File: config.mk
export PLATFORM = sky130hd
export DESIGN_NAME = pwm_bank_flat
export DESIGN_NICKNAME = d
export VERILOG_FILES = /design/src/rtl/pwm_bank_pkg.sv /design/src/rtl/pwm_bank_if.sv /design/src/rtl/pwm_bank_timebase.sv /design/src/rtl/pwm_bank.sv /design/src/flat_wrapper.sv
export SDC_FILE = /design/constraint.sdc
export NUM_CORES = 1
export LEC_CHECK = 0
export ABC_AREA = 1
export CORE_UTILIZATION = 43
export DETAILED_ROUTE_END_ITERATION = 16
export GPL_TIMING_DRIVEN = 1
export PLACE_DENSITY_LB_ADDON = 0.1
export SYNTH_ARGS = -nofsm -noshare
export SYNTH_HDL_FRONTEND = slang
export SYNTH_HIERARCHICAL = 1
export SYNTH_SLANG_ARGS = --single-unit
File: constraint.sdc
create_clock -name clk -period 1.8 [get_ports clk]
set_input_delay 0.36 -clock clk [delete_from_list [all_inputs] [get_ports clk]]
set_output_delay 0.36 -clock clk [all_outputs]
set_load 0.05 [all_outputs]
File: src/rtl/pwm_bank_pkg.sv
// ---------------------------------------------------------------------------
// pwm_bank_pkg
// Shared constants and helpers for the pwm_bank PWM generator:
//   - register map addresses (7-bit SPI register address space)
//   - reset values
//   - counter direction type (used only when PWM_CENTER_ALIGN_EN is defined)
//   - pwm_level(): the per-channel compare rule
// ---------------------------------------------------------------------------
package pwm_bank_pkg;

  localparam int MAX_CH = 32;

  // Register map
  localparam logic [6:0] ADDR_EN_OUT    = 7'h00;  // 0x00..0x03, one byte per 8 channels
  localparam logic [6:0] ADDR_EN_PWM    = 7'h04;  // 0x04..0x07
  localparam logic [6:0] ADDR_PRESC     = 7'h08;
  localparam logic [6:0] ADDR_TOP       = 7'h09;
  localparam logic [6:0] ADDR_CTRL      = 7'h0A;
  localparam logic [6:0] ADDR_DUTY_BASE = 7'h10;  // 0x10+i = DUTY[i]

  // Reset values
  localparam logic [7:0] TOP_RST = 8'hFF;

  typedef enum logic {
    DIR_UP   = 1'b0,
    DIR_DOWN = 1'b1
  } dir_e;

  // Duty 0xFF forces the output high regardless of TOP; otherwise the
  // output is high while the counter is below the duty value.
  function automatic logic pwm_level(input logic [7:0] cnt, input logic [7:0] duty);
    return (duty == 8'hFF) || (cnt < duty);
  endfunction

endpackage

File: src/rtl/pwm_bank_if.sv
// ---------------------------------------------------------------------------
// pwm_bank_if
// Register-write bus from the SPI peripheral into pwm_bank. No back-pressure:
// every wr_en strobe is accepted.
//   wr_en    1  one-cycle write strobe
//   wr_addr  7  register address
//   wr_data  8  write data
// Modports: master (SPI side, drives), slave (pwm_bank, receives).
// ---------------------------------------------------------------------------
interface pwm_bank_if;
  logic       wr_en;
  logic [6:0] wr_addr;
  logic [7:0] wr_data;

  modport master (output wr_en, wr_addr, wr_data);
  modport slave  (input  wr_en, wr_addr, wr_data);
endinterface

File: src/rtl/pwm_bank_timebase.sv
// ---------------------------------------------------------------------------
// pwm_timebase
// Shared time base for all PWM channels: prescaler, period counter, period
// boundary detection and the period_start pulse.
// Optional feature: `define PWM_CENTER_ALIGN_EN adds up/down counting,
// selected per period by center_req (sampled at each boundary).
// Ports:
//   clk, rst_n     clock, synchronous active-low reset
//   presc          prescaler terminal value (tick every presc+1 clocks)
//   presc_restart  restart the prescaler at 0 (PRESC register write)
//   top_act        active TOP value
//   center_req     (PWM_CENTER_ALIGN_EN only) requested center-aligned mode
//   cnt            period counter
//   boundary       combinational: this edge ends the period, load shadows
//   period_start   registered: high on the first cycle of cnt == 0
// ---------------------------------------------------------------------------
module pwm_timebase
  import pwm_bank_pkg::*;
#(
  parameter int PRESC_W = 8
) (
  input  logic               clk,
  input  logic               rst_n,
  input  logic [PRESC_W-1:0] presc,
  input  logic               presc_restart,
  input  logic [7:0]         top_act,
`ifdef PWM_CENTER_ALIGN_EN
  input  logic               center_req,
`endif
  output logic [7:0]         cnt,
  output logic               boundary,
  output logic               period_start
);

  logic [PRESC_W-1:0] presc_cnt;
  logic               tick;
  logic               at_end;

  assign tick = (presc_cnt == presc);

`ifdef PWM_CENTER_ALIGN_EN
  dir_e dir;
  logic center_act;  // mode in force for the current period

  always_comb begin
    // NOTE: give every always_comb output a default before any branch so no path infers a latch.
    at_end = (cnt == top_act);
    // In center mode the period ends stepping down from 1 to 0; a TOP of 0
    // degenerates to a one-tick period as in edge mode.
    if (center_act) at_end = (top_act == 8'd0) || ((dir == DIR_DOWN) && (cnt == 8'd1));
  end
`else
  assign at_end = (cnt == top_act);
`endif

  assign boundary = tick && at_end;

  // Prescaler
  always_ff @(posedge clk) begin
    if (!rst_n) begin
      // NOTE: sequential state uses non-blocking assignment so every register samples pre-edge values.
      presc_cnt <= '0;
    end else if (presc_restart || tick) begin
      presc_cnt <= '0;
    end else begin
      presc_cnt <= presc_cnt + 1'b1;
    end
  end

  // Period counter and period_start
  always_ff @(posedge clk) begin
    if (!rst_n) begin
      cnt          <= 8'd0;
      period_start <= 1'b0;
`ifdef PWM_CENTER_ALIGN_EN
      dir          <= DIR_UP;
      center_act   <= 1'b0;
`endif
    end else begin
      period_start <= boundary;
      if (boundary) begin
        cnt <= 8'd0;
`ifdef PWM_CENTER_ALIGN_EN
        dir        <= DIR_UP;
        center_act <= center_req;
`endif
      end else if (tick) begin
`ifdef PWM_CENTER_ALIGN_EN
        if (center_act && (dir == DIR_UP) && (cnt == top_act)) begin
          dir <= DIR_DOWN;
          cnt <= cnt - 1'b1;
        end else if (center_act && (dir == DIR_DOWN)) begin
          cnt <= cnt - 1'b1;
        end else begin
          cnt <= cnt + 1'b1;
        end
`else
        cnt <= cnt + 1'b1;
`endif
      end
    end
  end

endmodule

File: src/rtl/pwm_bank.sv
// ---------------------------------------------------------------------------
// pwm_bank
// Multi-channel PWM generator sharing one time base. Holds the register file
// (enables, prescaler, TOP/DUTY shadow + active copies) and the per-channel
// compare and output mux. TOP and DUTY writes land in shadows and become
// active only at a period boundary, so a period never glitches.
// Optional feature: `define PWM_CENTER_ALIGN_EN enables CTRL[0] center-aligned
// counting; without it CTRL writes have no effect.
// Parameters: NUM_CH (1..32 channels), PRESC_W (prescaler width).
// Ports:
//   clk, rst_n     clock, synchronous active-low reset
//   bus            pwm_bank_if.slave register-write bus
//   out            registered channel outputs
//   period_start   one-cycle pulse on the first cycle of each period
// ---------------------------------------------------------------------------
module pwm_bank
  import pwm_bank_pkg::*;
#(
  parameter int NUM_CH  = 16,
  parameter int PRESC_W = 8
) (
  input  logic              clk,
  input  logic              rst_n,
  pwm_bank_if.slave         bus,
  output logic [NUM_CH-1:0] out,
  output logic              period_start
);

  if (NUM_CH < 1 || NUM_CH > MAX_CH) begin : g_bad_num_ch
    $error("pwm_bank: NUM_CH must be within 1..32");
  end

  logic [NUM_CH-1:0]  en_out, en_out_nxt;
  logic [NUM_CH-1:0]  en_pwm, en_pwm_nxt;
  logic [7:0]         duty_sh     [NUM_CH];
  logic [7:0]         duty_sh_nxt [NUM_CH];
  logic [7:0]         duty_act    [NUM_CH];
  logic [7:0]         top_sh, top_sh_nxt, top_act;
  logic [PRESC_W-1:0] presc;
  logic               presc_wr;
  logic               top_wr;
  logic [7:0]         cnt;
  logic               boundary;
  logic [NUM_CH-1:0]  pwm;

  assign presc_wr = bus.wr_en && (bus.wr_addr == ADDR_PRESC);
  assign top_wr   = bus.wr_en && (bus.wr_addr == ADDR_TOP);

  // Next-state of the write-side registers. The shadow next values also feed
  // the active copies, so a write landing on the boundary edge wins.
  always_comb begin
    en_out_nxt  = en_out;
    en_pwm_nxt  = en_pwm;
    duty_sh_nxt = duty_sh;
    top_sh_nxt  = top_wr ? bus.wr_data : top_sh;
    for (int i = 0; i < NUM_CH; i++) begin
      if (bus.wr_en && (bus.wr_addr == ADDR_EN_OUT + 7'(i / 8)))
        en_out_nxt[i] = bus.wr_data[3'(i % 8)];
      if (bus.wr_en && (bus.wr_addr == ADDR_EN_PWM + 7'(i / 8)))
        en_pwm_nxt[i] = bus.wr_data[3'(i % 8)];
      if (bus.wr_en && (bus.wr_addr == ADDR_DUTY_BASE + 7'(i)))
        duty_sh_nxt[i] = bus.wr_data;
    end
  end

  // Register file
  always_ff @(posedge clk) begin
    if (!rst_n) begin
      en_out  <= '0;
      en_pwm  <= '0;
      presc   <= '0;
      top_sh  <= TOP_RST;
      top_act <= TOP_RST;
      // NOTE: the duty arrays are reset explicitly; they are flops, not RAM, and must read 0 after reset.
      for (int i = 0; i < NUM_CH; i++) begin
        duty_sh[i]  <= 8'd0;
        duty_act[i] <= 8'd0;
      end
    end else begin
      en_out  <= en_out_nxt;
      en_pwm  <= en_pwm_nxt;
      top_sh  <= top_sh_nxt;
      duty_sh <= duty_sh_nxt;
      if (presc_wr) presc <= PRESC_W'(bus.wr_data);
      if (boundary) begin
        top_act  <= top_sh_nxt;
        duty_act <= duty_sh_nxt;
      end
    end
  end

`ifdef PWM_CENTER_ALIGN_EN
  logic center_req;

  always_ff @(posedge clk) begin
    if (!rst_n) begin
      center_req <= 1'b0;
    end else if (bus.wr_en && (bus.wr_addr == ADDR_CTRL)) begin
      center_req <= bus.wr_data[0];
    end
  end
`endif

  pwm_timebase #(
    .PRESC_W (PRESC_W)
  ) u_timebase (
    .clk           (clk),
    .rst_n         (rst_n),
    .presc         (presc),
    .presc_restart (presc_wr),
    .top_act       (top_act),
`ifdef PWM_CENTER_ALIGN_EN
    .center_req    (center_req),
`endif
    .cnt           (cnt),
    .boundary      (boundary),
    .period_start  (period_start)
  );

  // Per-channel compare
  always_comb begin
    pwm = '0;
    for (int i = 0; i < NUM_CH; i++) pwm[i] = pwm_level(cnt, duty_act[i]);
  end

  // Output stage: disabled -> 0, static -> 1, otherwise the compare result.
  always_ff @(posedge clk) begin
    if (!rst_n) begin
      out <= '0;
    end else begin
      out <= en_out & (~en_pwm | pwm);
    end
  end

endmodule

File: src/flat_wrapper.sv
// flat-port wrapper written by rule: the top's interface ports become plain ports
module pwm_bank_flat import pwm_bank_pkg::*;
#(
  parameter int NUM_CH  = 16,
  parameter int PRESC_W = 8
)
  (clk, rst_n, out, period_start, bus_wr_en, bus_wr_addr, bus_wr_data);
  pwm_bank_if bus_i ();
  input  logic clk;
  input  logic rst_n;
  output logic [NUM_CH-1:0] out;
  output logic period_start;
  input wire logic [$bits(bus_i.wr_en)-1:0] bus_wr_en;
  input wire logic [$bits(bus_i.wr_addr)-1:0] bus_wr_addr;
  input wire logic [$bits(bus_i.wr_data)-1:0] bus_wr_data;
  assign bus_i.wr_en = bus_wr_en;
  assign bus_i.wr_addr = bus_wr_addr;
  assign bus_i.wr_data = bus_wr_data;
  pwm_bank #(.NUM_CH(NUM_CH), .PRESC_W(PRESC_W)) u_core (.clk(clk), .rst_n(rst_n), .bus(bus_i), .out(out), .period_start(period_start));
endmodule
==> run metrics, run 1 <==
hold buffer count at CTS=0; r2r startpoint=u_core/u_timebase/cnt[7]; hold depth=4; Gate power share=10.6%; Worst path max stage delay=550 ps; skew final=8.588 ps; fin nets=1,528; Reg2Reg Setup Slack=150 ps; I/O pins=35; hold path endpoint=u_core/presc[3]; Tightest Hold Check Type=in -> reg; Yosys top cell area share=40.06%; cells along the critical path=clkdlybuf4s50_1 > inv_1 > nand2_1 > nor2_1 > nand2_1 > clkinv_1 > nor2_1 > nand2_4 > nor3_2; Clock Power Share=42.0%; Core ar.=21,890 um^2; status=complete, no violations; Seq/Total Area, Yosys=40.06%; Crit path required time=2150 ps; CP endpoint kind=register; Crit Path Max Fanout=9; Vias=8,526; largest net degree at the start of global routing=72; Slowest cell on crit path=clkdlybuf4s50_1; Reg power frac=47.4%; synthesis-stage register bit count=193; Via density=4.886; Unique masters post-synth=30; global-route usage over all layers=23.48%; Synth Instances=1,382; CP arrival=2030 ps; insertion delay to the later sink of the worst-skew pair=430 ps; FFs w/ async S/R, synth=0%; DIE HEIGHT=151.8 um; P_sw=2.256 mW; TNS Setup=0 ps; crit start category=primary input; fin crit share=93.44%; Pwr per Cell Area=797.9 nW/um^2; Clock Tree Root=clkbuf_16; sw frac=24.78%; Main synth FF type=dfxtp_1; grt ovf=0; post-route cell area=11,410 um^2; Design Power=9.105 mW; LEAKAGE=5.309 nW; DIE AREA=23,030 um^2; share of layout cells above drive strength 1=12.42%; Cell Area, Synth=9644 um^2; H-tree levels=4; Wirelength per Cell=14.81 um; Yosys top cell by area=dfxtp_1; Core Util, Final=52.13%; DRT Wirelength=25.85 mm; Syn Area/Cell=6.978 um^2; CTS buffer count=17; antenna viol nets, final=0; achievable frequency=0.5946 GHz; worst hold path startpoint=rst_n; antenna violations before repair=0; cell area after placement=10,650 um^2; TritonCTS clock tree=built; clock-pin slew on the worst setup and hold paths=70 ps; clk buf depth=2; fin crit period=1682 ps; hold violation count in the final report=0; std cell rows=54; Post-synth EDFFs=0; Setup WS post-layout=118.1 ps; Internal Power=6.849 mW; pre-CTS setup slack=-386.2 ps; Finish-stage setup viols=0; total clock sinks=193; RSZ-0062 raised after global routing=true; IR drop worst, VDD=522.0 uV; Finished Layout Cells=1,745; Initial DRC Count=569; number of port buffers=26; WHS=413.6 ps; Max Slew Vio Count=0; Starting Density=44.06%; RD Place Congestion=0.8158; max-cap check violation count=0; Antenna diodes=0; Area Overhead vs Synth=18.32%; number of remaining DRC errors=0; Synth Warn #=6; global-route wire length before repair=40.72 mm; r2r endpoint=u_core/duty_act[41]; HPWL after DPL=17.02 mm; Area contributors post-synth=dfxtp_1, nand2_1, inv_1; vias in the first global route=7,759; Pre-Repair DR Iteration Count=5; FF-to-FF path depth=13; Horiz. Die Dim=151.8 um; placed insts=1,705; Crit Path Class=in -> reg
[synth_stat cells, types with 9 or more instances]
master	n
nand2_1	347
inv_1	203
dfxtp_1	193
nor2_1	136
a21oi_1	127
nand3_1	83
ha_1	58
o21ai_0	50
clkbuf_1	40
nand4_1	33
o21ai_1	16
buf_4	11
nor2_2	9
o21a_1	9
xor2_1	9
[placed cells by master, fill, tap and decap left out, drive strengths merged, types with 8 or more instances in the layout]
cell type / instances
nor2: 152
a21oi: 127
o21a: 9
nand2: 357
conb: 8
buf: 88
inv: 208
dfxtp: 193
nor3: 10
clkdlybuf4s50: 16
clkbuf: 26
nand4: 33
xor2: 9
nand3: 83
ha: 58
o21ai: 74
[worst max-delay path: cells and delay by family]
kind / cells / cell delay (ps)
buffers and inverters: 3 / 810
AND/OR/NAND/NOR: 6 / 850
[kinds of logic (layout without fill, tap and decap cells)]
group | after synthesis | after routing | share of synthesized area, %
simple gates | 635 | 635 | 28.27
buf+inv | 274 | 350 | 11.66
compound gates | 210 | 210 | 11.44
flops | 193 | 193 | 40.06
fa+ha+maj | 58 | 58 | 7.525
xor+xnor | 11 | 11 | 0.9990
other cells | 1 | 8 | 0.03888
[registers in the layout (all words and copies together) (netlist names)]
name                            flops
u_core/duty_act                    64
u_core/duty_sh                     64
u_core/en_out                       8
u_core/en_pwm                       8
u_core/out                          8
u_core/presc                        8
u_core/top_act                      8
u_core/top_sh                       8
u_core/u_timebase/cnt               8
u_core/u_timebase/presc_cnt         8
u_core/u_timebase/period_start      1
[worst max-delay path by stage]
| stage | from | end | slack [ps] |
|---|---|---|---|
| after floorplan | u_core/u_timebase/cnt[2] | u_core/duty_act[105] | 10 |
| after global placement | bus_wr_addr[5] | u_core/duty_act[57] | -350 |
| after detailed placement | bus_wr_addr[5] | u_core/duty_act[121] | -390 |
| after CTS | u_core/u_timebase/cnt[1] | u_core/out[9] | 30 |
| after global routing | bus_wr_addr[2] | u_core/u_timebase/presc_cnt[2] | -5 |
| final | bus_wr_addr[2] | u_core/u_timebase/presc_cnt[2] | 120 |
[power by group through the flow]
| stage | clock network [mW] | logic [mW] | registers (mW) |
|---|---|---|---|
| finish | 3.83 | 0.964 | 4.31 |
| global route | 4.10 | 1.09 | 4.31 |
| CTS | 3.93 | 0.953 | 4.31 |
| detailed placement | 0 | 0.948 | 4.41 |
| global placement | 0 | 0.938 | 4.41 |
| floorplan | 0 | 0.572 | 4.43 |
[layout make-up]
cell class	instances	area [um^2]
multi-input combinational	922	4718
inverter	212	802.0
tap	280	350.3
fill	2196	10480
clock inverter	8	101.3
clock buffer	24	491.7
sequential	193	3879
timing repair buffer	106	1069
[per-layer routing]
layer | GRT usage (%) | routed length, um | vias up
met4 | 5.594 | 356 | 0
met3 | 3.922 | 1104 | 21
met5 | 0 | 0 | -
met2 | 38.32 | 11680 | 154
li1 | - | - | 4483
met1 | 32.13 | 12700 | 3868
[repair_timing]
item	CTS	global route
gates resized for setup	0	20
endpoints found under the setup margin	0	76
buffers inserted	0	6
Power figures use the tool's default switching activity.
==> run 2: changes to the inputs <==
- DONT_BUFFER_PORTS: not set -> 1
- SKIP_CTS_REPAIR_TIMING: not set -> 1
==> run 2 against run 1 <==
Against the previous run: first-iteration DRC count shrank 19%; total power decreased by 3.5%; hold slack got worse by 390 ps; largest power group unchanged; highest routed layer unchanged.
==> run metrics, run 2 (same netlist as run 1, synthesis figures left out) <==
status=complete, no violations (unchanged); Slowest cell on crit path=dfxtp_1 (was clkdlybuf4s50_1); total clock sinks=193 (unchanged); RD Place Congestion=0.7936 (was 0.8158); Antenna diodes=0 (unchanged); H-tree levels=4 (unchanged); Clock Tree Root=clkbuf_16 (unchanged); Finish-stage setup viols=0 (unchanged); IR drop worst, VDD=581.1 uV (was 522.0 uV); global-route usage over all layers=23.00% (was 23.48%); number of port buffers=0 (was 26); Buf/Inv on CP=5 (was 3); DIE AREA=23,030 um^2 (unchanged); antenna viol nets, final=0 (unchanged); WP depth=13 (was 9); r2r startpoint=u_core/presc[7] (was u_core/u_timebase/cnt[7]); Vias=8,182 (was 8,526); fin nets=1,463 (was 1,528); Tightest Hold Check Type=in -> reg (unchanged); fin crit period=1666 ps (was 1682 ps); CP endpoint kind=register (unchanged); Initial DRC Count=463 (was 569); CP arrival=2050 ps (was 2030 ps); Pwr per Cell Area=819.2 nW/um^2 (was 797.9 nW/um^2); commonest cells after routing, fill and taps aside=nand2_1, inv_1, dfxtp_1 (unchanged); hold violation count in the final report=0 (unchanged); vias in the first global route=7,408 (was 7,759); TritonCTS clock tree=built (unchanged); critical path startpoint=u_core/presc[7] (was bus_wr_addr[2]); fin crit share=92.58% (was 93.44%); TNS Setup=0 ps (unchanged); cells along the critical path=inv_1 > nand2_1 > nand2_1 > nor2_1 > nand2_1 > nor2_2 > nand2_2 > clkinv_4 > inv_2 > buf_12 > a21oi_1 > nand2_1 > inv_1 (was clkdlybuf4s50_1 > inv_1 > nand2_1 > nor2_1 > nand2_1 > clkinv_1 > nor2_1 > nand2_4 > nor3_2); Via density=4.870 (was 4.886); WHS=20.17 ps (was 413.6 ps); number of remaining DRC errors=0 (unchanged); hold path endpoint=u_core/top_sh[7] (was u_core/presc[3]); Setup WS post-layout=133.6 ps (was 118.1 ps); worst hold path startpoint=rst_n (unchanged); crit start category=register (was primary input); LEAKAGE=4.939 nW (was 5.309 nW); max-cap check violation count=0 (unchanged); skew final=10.84 ps (was 8.588 ps); HPWL after DPL=16.48 mm (was 17.02 mm); DIE HEIGHT=151.8 um (unchanged); Pre-Repair DR Iteration Count=5 (unchanged); FF-to-FF path depth=13 (unchanged); Reg2Reg Setup Slack=130 ps (was 150 ps); largest net degree at the start of global routing=60 (was 72); commonest non-fill, non-tap cell in the layout=nand2_1 (unchanged); clock-pin slew on the worst setup and hold paths=80 ps (was 70 ps); Area Overhead vs Synth=11.22% (was 18.32%); achievable frequency=0.6001 GHz (was 0.5946 GHz); Crit path required time=2180 ps (was 2150 ps); FF+latch area=3877 um^2 (was 3879 um^2); Core ar.=21,890 um^2 (unchanged); Crit Path Class=reg -> reg (was in -> reg); r2r endpoint=u_core/duty_act[101] (was u_core/duty_act[41]); antenna violations before repair=0 (unchanged); grt ovf=0 (unchanged); DRT Wirelength=25.27 mm (was 25.85 mm); area of the multi-input gates=4708 um^2 (was 4718 um^2); Wirelength per Cell=15.04 um (was 14.81 um); insertion delay to the later sink of the worst-skew pair=440 ps (was 430 ps); CTS buffer count=17 (unchanged); Starting Density=44.06% (unchanged); Max Slew Vio Count=0 (unchanged); Worst path max stage delay=370 ps (was 550 ps); Largest delay share family, worst path=simple AND/OR/NAND/NOR gates (unchanged); hold depth=1 (was 4); pre-CTS setup slack=58.07 ps (was -386.2 ps); Crit Path Max Fanout=21 (was 9); share of layout cells above drive strength 1=9.643% (was 12.42%); Fillers=2,304 (was 2,196); I/O pins=35 (unchanged); CP dominant cell by count=nand2_1; clk buf depth=2 (unchanged); global-route wire length before repair=39.67 mm (was 40.72 mm); Horiz. Die Dim=151.8 um (unchanged); Largest regs=u_core/duty_act: 64 flops, u_core/duty_sh: 64 flops (unchanged); std cell rows=54 (unchanged)
run 2: worst max path at each step:
stage                           end
2_1_floorplan  u_core/duty_act[105]
6_report       u_core/duty_act[101]
3_3_place_gp    u_core/duty_act[42]
5_1_grt        u_core/duty_act[106]
3_5_place_dp    u_core/duty_act[42]
4_1_cts         u_core/duty_act[42]
run 2: report_power, final:
part           leakage (nW)  internal, mW  switching [mW]  total (mW)
clock network         0.277          1.85            1.86        3.71
logic                  3.10         0.274           0.491       0.765
registers              1.56          4.29          0.0202        4.31
run 2: per-stage QoR:
step / total power [mW] / utilization [%] / cell area, um^2 / cells
after floorplan: 4.997 / - / 9688 / 1389
after CTS: 8.869 / 48.67 / 10650 / 1679
final: 8.787 / 49.00 / 10730 / 1680
after detailed placement: 5.175 / 46.07 / 10090 / 1647
after global routing: 9.144 / 49.00 / 10730 / 1680
after global placement: 5.162 / 46.07 / 10090 / 1647
run 2: cell type report:
class                           instances  share of cell area (%)
Clock buffer                           18                   4.001
Clock inverter                         14                   1.295
Inverter                              212                   7.477
Multi-Input combinational cell        922                   43.89
Sequential cell                       193                   36.15
Tap cell                              280                   3.266
Timing Repair Buffer                   41                   3.919
run 2: metal layers:
metal	wire length, um	track usage (%)	share of wire [%]
met3	1153	5.030	4.6
met1	12350	30.96	49
met5	0	0	0
met4	410	6.881	1.6
met2	11360	36.61	45
==> run 3: changes to the inputs <==
- CTS_CLUSTER_SIZE: not set -> 24
- RECOVER_POWER: not set -> 25
==> run 3 against run 2 <==
Against the previous run: utilization shrank 0.21 points; sequential share of layout area increased by 0.15 points; register-to-register slack about the same; clock power about the same; via count increased by 1.0%; hold slack got worse by 1.4 ps; setup slack worse by 11 ps; combinational power down 0.5%; critical endpoint unchanged; largest power group unchanged.
==> run metrics, run 3 (same netlist as run 1, synthesis figures left out) <==
status=complete, no violations (unchanged); max-cap check violation count=0 (unchanged); DIE AREA=23,030 um^2 (unchanged); Tightest Hold Check Type=in -> reg (unchanged); Buf/Inv on CP=5 (unchanged); HPWL after DPL=16.48 mm (unchanged); CP endpoint kind=register (unchanged); CP dominant cell by count=nand2_1 (unchanged); Design Power=8.774 mW (was 8.787 mW); hold path endpoint=u_core/top_sh[7] (unchanged); CTS buffer count=17 (unchanged); number of remaining DRC errors=0 (unchanged); largest net degree at the start of global routing=60 (unchanged); crit start category=register (unchanged); RD Place Congestion=0.7936 (unchanged); I/O pins=35 (unchanged); Slowest cell on crit path=dfxtp_1 (unchanged); FF+latch area=3877 um^2 (unchanged); Worst path max stage delay=370 ps (about the same); Top Layer Used=met4 (unchanged); area of the multi-input gates=4676 um^2 (was 4708 um^2); Reg power frac=49.1% (about the same); DRT Wirelength=25.27 mm (about the same); Crit Path Class=reg -> reg (unchanged); share of layout cells above drive strength 1=8.786% (was 9.643%); Finish-stage setup viols=0 (unchanged); r2r endpoint=u_core/duty_act[101] (unchanged); fin crit share=93.19% (was 92.58%); skew final=13.57 ps (was 10.84 ps); Fillers=2,314 (was 2,304); Largest regs=u_core/duty_act: 64 flops, u_core/duty_sh: 64 flops (unchanged); Core ar.=21,890 um^2 (unchanged); Finished Layout Cells=1,680 (unchanged); LEAKAGE=4.926 nW (was 4.939 nW); Crit path required time=2180 ps (about the same); commonest cells after routing, fill and taps aside=nand2_1, inv_1, dfxtp_1 (unchanged); P_sw=2.360 mW (was 2.371 mW); DIE HEIGHT=151.8 um (unchanged); cells along the critical path=inv_1 > nand2_1 > nand2_1 > nor2_1 > nand2_1 > nor2_2 > nand2_2 > clkinv_4 > inv_2 > buf_12 > a21oi_1 > nand2_1 > inv_1 (unchanged); fin crit period=1677 ps (was 1666 ps); Crit Path Max Fanout=21 (unchanged); vias in the first global route=7,408 (unchanged); Wirelength per Cell=15.04 um (about the same); antenna viol nets, final=0 (unchanged); hold violation count in the final report=0 (unchanged); Largest delay share family, worst path=simple AND/OR/NAND/NOR gates (unchanged); worst-margin pin slew=543.8 ps; clock-pin slew on the worst setup and hold paths=80 ps (about the same); global-route usage over all layers=23.00% (unchanged); FF-to-FF path depth=13 (unchanged); Gate power share=8.7% (about the same); Area Overhead vs Synth=10.76% (was 11.22%); worst rel slew slack=63.66%; fin nets=1,463 (unchanged); Pwr per Cell Area=821.4 nW/um^2 (was 819.2 nW/um^2); antenna violations before repair=0 (unchanged); worst hold path startpoint=rst_n (unchanged); H-tree levels=4 (unchanged); r2r startpoint=u_core/presc[7] (unchanged); Initial DRC Count=483 (was 463); number of port buffers=0 (unchanged); Via density=4.921 (was 4.870); Reg2Reg Setup Slack=120 ps (was 130 ps); clk buf depth=2 (unchanged); Core Util, Final=48.79% (was 49.00%); Starting Density=44.06% (unchanged); Antenna diodes=0 (unchanged); Max Slew Vio Count=0 (unchanged); M1 WL=12.22 mm (was 12.35 mm); std cell rows=54 (unchanged); insertion delay to the later sink of the worst-skew pair=440 ps (about the same); achievable frequency=0.5962 GHz (was 0.6001 GHz); Clock Tree Root=clkbuf_16 (unchanged); Vias=8,267 (was 8,182); TritonCTS clock tree=built (unchanged); DR WL met3=1.192 mm (was 1.153 mm); commonest non-fill, non-tap cell in the layout=nand2_1 (unchanged); global-route wire length before repair=39.67 mm (unchanged); Clock Power Share=42.2% (about the same); total clock sinks=193 (unchanged); Pre-Repair DR Iteration Count=5 (unchanged); sw frac=26.90% (was 26.98%); CP arrival=2060 ps (was 2050 ps); IR drop worst, VDD=579.4 uV (was 581.1 uV); Horiz. Die Dim=151.8 um (unchanged); Internal Power=6.413 mW (was 6.416 mW); placed insts=1,647 (unchanged); met2 layer wire length in the routed design=11.38 mm (was 11.36 mm); hold depth=1 (unchanged); grt ovf=0 (unchanged)
-- run 3: cell types whose count changed in the layout (fill, tap and decap cells not counted), sizes merged --
cell	change
clkbuf	+5
buf	-5
-- run 3: worst register-to-register path: stages, from the launching register on --
cell      delay, ps
dfxtp_1         370
inv_1            70
nand2_1          50
nand2_1          50
nor2_1          120
nand2_1          80
nor2_2          140
nand2_2          90
clkinv_4        110
inv_2            80
buf_12          160
a21oi_1         200
nand2_1          70
inv_1            40
-- run 3: worst max path at each step --
stage	start	end	slack, ps	cells after the start
after floorplan	u_core/u_timebase/cnt[2]	u_core/duty_act[105]	10	12
after global placement	u_core/u_timebase/cnt[0]	u_core/duty_act[42]	30	13
after detailed placement	u_core/u_timebase/cnt[0]	u_core/duty_act[42]	60	13
after CTS	u_core/u_timebase/cnt[0]	u_core/duty_act[42]	30	13
after global routing	u_core/u_timebase/cnt[0]	u_core/duty_act[106]	-3	12
final	u_core/presc[7]	u_core/duty_act[101]	120	13
-- run 3: layout make-up --
cell class	instances	area share (%)
Inverter	212	7.508
Sequential cell	193	36.30
Clock buffer	18	4.018
Timing Repair Buffer	41	3.819
Tap cell	280	3.280
Clock inverter	14	1.300
Multi-Input combinational cell	922	43.77
-- run 3: metrics by stage --
| step | TNS [ps] | instance area (um^2) | hold slack (ps) | worst slack, ps |
|---|---|---|---|---|
| 2_1_floorplan | 0 | 9688 | 411.7 | 10.96 |
| 3_3_place_gp | 0 | 10090 | 432.6 | 33.62 |
| 3_5_place_dp | 0 | 10090 | 437.8 | 58.07 |
| 4_1_cts | 0 | 10650 | 11.41 | 33.25 |
| 5_1_grt | -3.189 | 10680 | 5.319 | -3.189 |
| 6_report | 0 | 10680 | 18.75 | 122.6 |
-- run 3: layer usage --
layer,global-route usage [%],vias up
li1,-,4350
met1,30.96,3724
met2,36.61,164
met3,5.030,29
met4,6.881,0
met5,0,-
-- run 3: power groups by stage --
| stage | clock network, mW | logic, mW | registers [mW] |
|---|---|---|---|
| 4_1_cts | 3.79 | 0.768 | 4.31 |
| 5_1_grt | 3.95 | 0.874 | 4.31 |
| 6_report | 3.70 | 0.761 | 4.31 |
| 3_3_place_gp | 0 | 0.752 | 4.41 |
| 2_1_floorplan | 0 | 0.572 | 4.43 |
| 3_5_place_dp | 0 | 0.765 | 4.41 |
